### src/rtl/wb_arbiter_2m.sv
// rtl/wb_arbiter_2m.sv - two-master round-robin Wishbone arbiter, one outstanding slave transaction
// Optional slave-ack watchdog is built in when WB_ARB_TIMEOUT_EN is defined.
module wb_arbiter_2m #(
  parameter int TIMEOUT_CYCLES = 255
) (
  input  logic        i_clk,
  input  logic        i_reset_n,
  input  logic        i_m0_stb,
  input  logic        i_m0_we,
  input  logic [31:0] i_m0_addr,
  input  logic [31:0] i_m0_data,
  input  logic [2:0]  i_m0_sel,
  output logic [31:0] o_m0_data,
  output logic        o_m0_ack,
  output logic        o_m0_stall,
  input  logic        i_m1_stb,
  input  logic        i_m1_we,
  input  logic [31:0] i_m1_addr,
  input  logic [31:0] i_m1_data,
  input  logic [2:0]  i_m1_sel,
  output logic [31:0] o_m1_data,
  output logic        o_m1_ack,
  output logic        o_m1_stall,
  output logic        o_s_stb,
  output logic        o_s_we,
  output logic [31:0] o_s_addr,
  output logic [31:0] o_s_data,
  output logic [2:0]  o_s_sel,
  input  logic [31:0] i_s_data,
  input  logic        i_s_ack,
  input  logic        i_s_stall,
  output logic [1:0]  o_grant,
  output logic        o_timeout
);

  localparam logic [1:0] S_IDLE  = 2'd0;
  localparam logic [1:0] S_ISSUE = 2'd1;
  localparam logic [1:0] S_WAIT  = 2'd2;

  logic [1:0]  state_q, state_d;
  logic        owner_q, owner_d;
  logic        last_q, last_d;
  logic [31:0] addr_q, addr_d;
  logic [31:0] data_q, data_d;
  logic        we_q, we_d;
  logic [2:0]  sel_q, sel_d;

  logic busy;
  logic winner;
  logic accept;
  logic s_done;
  logic fire;
  logic owner_ack;

  // Owner index: 0 = m0, 1 = m1. On contention the master not served last wins.
  always_comb begin
    winner = 1'b0;
    if (i_m0_stb && i_m1_stb) begin
      winner = ~last_q;
    end else if (i_m1_stb) begin
      winner = 1'b1;
    end
  end

  assign busy      = (state_q == S_ISSUE) || (state_q == S_WAIT);
  assign accept    = (state_q == S_IDLE) && (i_m0_stb || i_m1_stb);
  assign s_done    = (state_q == S_WAIT) && i_s_ack;
  assign owner_ack = s_done || fire;

`ifdef WB_ARB_TIMEOUT_EN
  localparam logic [15:0] WD_LAST = 16'(TIMEOUT_CYCLES - 1);

  logic [15:0] wd_q, wd_d;

  always_comb begin
    wd_d = wd_q;
    if (accept) begin
      wd_d = '0;
    end else if (busy && !fire) begin
      wd_d = wd_q + 16'd1;
    end
  end

  // A real slave ack in the final allowed cycle takes priority over the watchdog.
  assign fire = busy && (wd_q >= WD_LAST) && !s_done;

  always_ff @(posedge i_clk or negedge i_reset_n) begin
    if (!i_reset_n) begin
      wd_q <= '0;
    end else begin
      wd_q <= wd_d;
    end
  end
`else
  logic unused_timeout_cfg;
  assign unused_timeout_cfg = (TIMEOUT_CYCLES != 0);
  assign fire = 1'b0;
`endif

  always_comb begin
    state_d = state_q;
    owner_d = owner_q;
    last_d  = last_q;
    addr_d  = addr_q;
    data_d  = data_q;
    we_d    = we_q;
    sel_d   = sel_q;
    case (state_q)
      S_IDLE: begin
        if (accept) begin
          state_d = S_ISSUE;
          owner_d = winner;
          addr_d  = winner ? i_m1_addr : i_m0_addr;
          data_d  = winner ? i_m1_data : i_m0_data;
          we_d    = winner ? i_m1_we   : i_m0_we;
          sel_d   = winner ? i_m1_sel  : i_m0_sel;
        end
      end
      S_ISSUE: begin
        if (fire) begin
          state_d = S_IDLE;
          last_d  = owner_q;
        end else if (!i_s_stall) begin
          state_d = S_WAIT;
        end
      end
      S_WAIT: begin
        if (owner_ack) begin
          state_d = S_IDLE;
          last_d  = owner_q;
        end
      end
      default: begin
        state_d = S_IDLE;
      end
    endcase
  end

  // last_q resets to m1 so m0 wins a simultaneous first request.
  always_ff @(posedge i_clk or negedge i_reset_n) begin
    if (!i_reset_n) begin
      state_q <= S_IDLE;
      owner_q <= 1'b0;
      last_q  <= 1'b1;
      addr_q  <= '0;
      data_q  <= '0;
      we_q    <= 1'b0;
      sel_q   <= '0;
    end else begin
      state_q <= state_d;
      owner_q <= owner_d;
      last_q  <= last_d;
      addr_q  <= addr_d;
      data_q  <= data_d;
      we_q    <= we_d;
      sel_q   <= sel_d;
    end
  end

  assign o_s_stb  = (state_q == S_ISSUE);
  assign o_s_we   = we_q;
  assign o_s_addr = addr_q;
  assign o_s_data = data_q;
  assign o_s_sel  = sel_q;

  assign o_grant   = busy ? {owner_q, ~owner_q} : 2'b00;
  assign o_timeout = fire;

  assign o_m0_ack   = owner_ack && !owner_q;
  assign o_m1_ack   = owner_ack && owner_q;
  assign o_m0_data  = (s_done && !owner_q) ? i_s_data : 32'hFFFF_FFFF;
  assign o_m1_data  = (s_done && owner_q) ? i_s_data : 32'hFFFF_FFFF;
  assign o_m0_stall = busy || !(accept && !winner);
  assign o_m1_stall = busy || !(accept && winner);

endmodule

### config.mk
export PLATFORM = sky130hd
export DESIGN_NAME = wb_arbiter_2m
export DESIGN_NICKNAME = d
export VERILOG_FILES = /design/src/rtl/wb_arbiter_2m.sv
export SDC_FILE = /design/constraint.sdc
export NUM_CORES = 1
export LEC_CHECK = 0
export ABC_CLOCK_PERIOD_IN_PS = 3500
export CAP_MARGIN = 25
export CELL_PAD_IN_SITES_DETAIL_PLACEMENT = 1
export CELL_PAD_IN_SITES_GLOBAL_PLACEMENT = 1
export CORE_MARGIN = 5
export CORE_UTILIZATION = 24
export CTS_CLUSTER_DIAMETER = 100
export DETAILED_ROUTE_END_ITERATION = 10
export GPL_TIMING_DRIVEN = 0
export PLACE_DENSITY_LB_ADDON = 0.1
export SYNTH_ARGS = -nofsm -noshare
export SYNTH_HDL_FRONTEND = slang
export SYNTH_SLANG_ARGS = --single-unit
### constraint.sdc
create_clock -name i_clk -period 3.5 [get_ports i_clk]
set_input_delay 0.7 -clock i_clk [delete_from_list [all_inputs] [get_ports i_clk]]
set_output_delay 0.7 -clock i_clk [all_outputs]
set_load 0.03 [all_outputs]
==> run summary <==
Status: finished, final reports clean
Syn Inst Count: 338
Avg Cell Area, Syn: 11.1 um^2
Cts repair resizes: 1
Routability Congestion: 0.778
Fin nets: 840
DRT iter0 DRCs: 165
Syn Nets: 516
Antenna violations before repair: 1
HP Class: input port to async pin
Die H: 135 um
Setup violators final: 0
Crit Reg-Reg Startpoint: state_q[0]$_DFFE_PN0P_
Clk pin slew, worst setup/hold paths: 60 ps
Critical path's slowest cell: clkdlybuf4s50_1
Worst-path fanout max: 10
Min Tclk post-route: 3350 ps
Clock latency on the worst-skew pair: 340 ps
Peak VDD IR: 415 uV
Number of synthesized register bits: 72
Placed Instance Area: 7160 um^2
Crit-path leading delay family: buffers and inverters
Final Hold Violating Endpoints: 0
CTS H-tree depth: 3
# IOs: 314
Via density: 4.78
Int Pwr: 3.29 mW
Clock sink total: 72
Worst Skew: 7.40 ps
Area grow syn2layout: 98.5%
Final WL: 18300 um
Number of max-cap violations: 0
Final period util: 0.956
Starting Density: 0.245
Capturing point of the worst reg2reg path: o_s_data[26]$_DFFE_PN0P_
Crit path DAT: 2650 ps
Sw Ratio: 0.434
Die ar.: 18200 um^2
RSZ-0062 raised after global routing: false
DRT antenna net count: 0
Root buf cell: clkbuf_16
Crit start category: input port
CP Class: input port to output port
CTS tree: yes
R2R depth: 6
Port Buf Inserts: 312
Vias in the first global route: 4626
Die Span X: 135 um
Crit path buf inv count: 3
Maximum clock rate: 299 MHz
Clk pwr share: 0.146
Reg power frac: 0.257
Row cnt: 45
Slew Limit Fails: 0
Seq/Total Area, Yosys: 0.482
PnR worst setup slack: 154 ps
Placement Setup Slack: -5.39 ps
GR Overflow Total: 0
Synth warn: 0
All-layer global routing usage: 0.195
Cts bufs inserted: 9
PwrDens: 782 nW/um^2
Hold_buf cts: 0
EDFF count, synth: 0
Max-Slew Margin vs Limit: 0.636
Routed len/inst: 20.9 um
CP most frequent cell: clkdlybuf4s50_1
Vias: 4201
Logic pwr share: 0.597
First-pass GRT wire length: 27700 um
Top FF cell, synth: dfrtp_1
Worst-case clock buffer depth: 2
CP peak stage delay: 640 ps
Core Area: 15300 um^2
Ant. Diodes: 0
Critical path endpoint category: output port
Asr flop ratio synth: 1.00
Final HPWL DP: 14700 um
Initial DRT Pass Iterations: 4
Setup Buffers After CTS: 0
Fin area: 7430 um^2
Worst-Margin Slew: 546 ps
Leak: 3.21 nW
Largest net degree at the start of global routing: 51
Critical Path RT: 2800 ps
Reg2Reg Setup Slack: 1710 ps
Proportion of layout cells with a drive suffix above 1: 0.115
DRC errors left: 0
Syn Std Cell Area: 3740 um^2
P_sw: 2.52 mW
Synth cell types: 31
Crit path from: i_m0_stb
CP cell instances: clkdlybuf4s50_1, and2_4, clkbuf_1, nand3b_1, clkdlybuf4s50_1
[layout by cell type, fill, tap and decap left out, types with 2 or more instances in the layout]
cell type / Yosys / final
and3_1: 68 / 68
buf_6: 8 / 8
or2_2: 35 / 35
buf_2: 9 / 9
a221o_1: 69 / 69
buf_4: 1 / 2
clkinv_2: 0 / 4
clkbuf_16: 0 / 9
nand2_1: 2 / 2
or2_1: 29 / 29
clkdlybuf4s50_1: 0 / 310
inv_1: 6 / 6
clkbuf_1: 17 / 18
ha_1: 4 / 4
dfrtp_1: 71 / 71
[registers in the layout, indices dropped and copies added (netlist names)]
register	flops
o_s_sel	3
o_s_addr	32
owner_q	1
state_q	2
last_q	1
o_s_data	32
o_s_we	1
[worst reg2reg max path: cells and delay by family, from the launching register on]
kind	cells	cell delay [ps]
AOI/OAI and AO/OA	2	480
DFF	1	390
buffers and inverters	3	520
adders and majority gates	1	280
[cell type report]
type / count / area [um^2]
Clock inverter: 6 / 36.3
Buffer: 35 / 206
Multi-Input combinational cell: 225 / 1720
Tap cell: 211 / 264
Inverter: 6 / 22.5
Fill cell: 1694 / 7830
Clock buffer: 10 / 229
Timing Repair Buffer: 313 / 3150
Sequential cell: 72 / 1800
[routing by layer]
layer  global-route usage  wire length [um]  up-vias
met3               0.0768              1660       23
met1                0.225              7200     2069
li1                     -                 -     1922
met2                0.343              9180      185
met5                    0                13        -
met4               0.0436               282        2
[through the flow]
stage	cells	setup TNS, ps	hold WS, ps	power (mW)	utilization
after floorplan	338	0	404	3.42	-
after global placement	861	-71690	494	4.92	0.467
after detailed placement	862	-5.39	493	5.00	0.469
after CTS	878	0	259	5.89	0.487
after global routing	878	0	275	6.12	0.487
final	878	0	269	5.81	0.487
[power groups by stage]
stage / combinational [mW] / sequential, mW / clock (mW)
after floorplan: 1.20 / 2.21 / 0
after global placement: 3.45 / 1.48 / 0
after detailed placement: 3.51 / 1.49 / 0
after CTS: 3.52 / 1.49 / 0.875
after global routing: 3.67 / 1.54 / 0.907
final: 3.47 / 1.49 / 0.847
[cell families (layout without fill, tap and decap cells)]
family | Yosys count | in the layout | synth area share
AND/OR/NAND/NOR | 143 | 143 | 0.241
AO/OA/AOI/OAI | 76 | 76 | 0.199
flip-flops | 72 | 72 | 0.482
buffers and inverters | 41 | 370 | 0.0612
adder cells (fa/ha/maj) | 4 | 4 | 0.0134
other | 1 | 1 | 0.00100
multiplexers | 1 | 1 | 0.00301
[synth_stat cells, types with 2 or more instances]
| master | n | area [um^2] |
|---|---|---|
| clkbuf_1 | 17 | 63.8 |
| or2_2 | 35 | 219 |
| nand2_1 | 2 | 7.51 |
| buf_6 | 8 | 90.1 |
| or2_1 | 29 | 181 |
| ha_1 | 4 | 50.1 |
| dfrtp_1 | 71 | 1780 |
| buf_2 | 9 | 45.0 |
| and3_1 | 68 | 425 |
| inv_1 | 6 | 22.5 |
| a221o_1 | 69 | 691 |
[how the worst max path moves through the flow]
stage               slack (ps)                 endpoint  cells after the start
floorplan                 1220            o_m0_data[22]                      6
global placement         -1020  o_s_addr[8]$_DFFE_PN0P_                      1
detailed placement          -5               o_m1_stall                      6
CTS                         90               o_m1_stall                      6
global route                70               o_m0_stall                      5
finish                     150               o_m0_stall                      5
No activity file was read; power rests on OpenSTA's default activity.
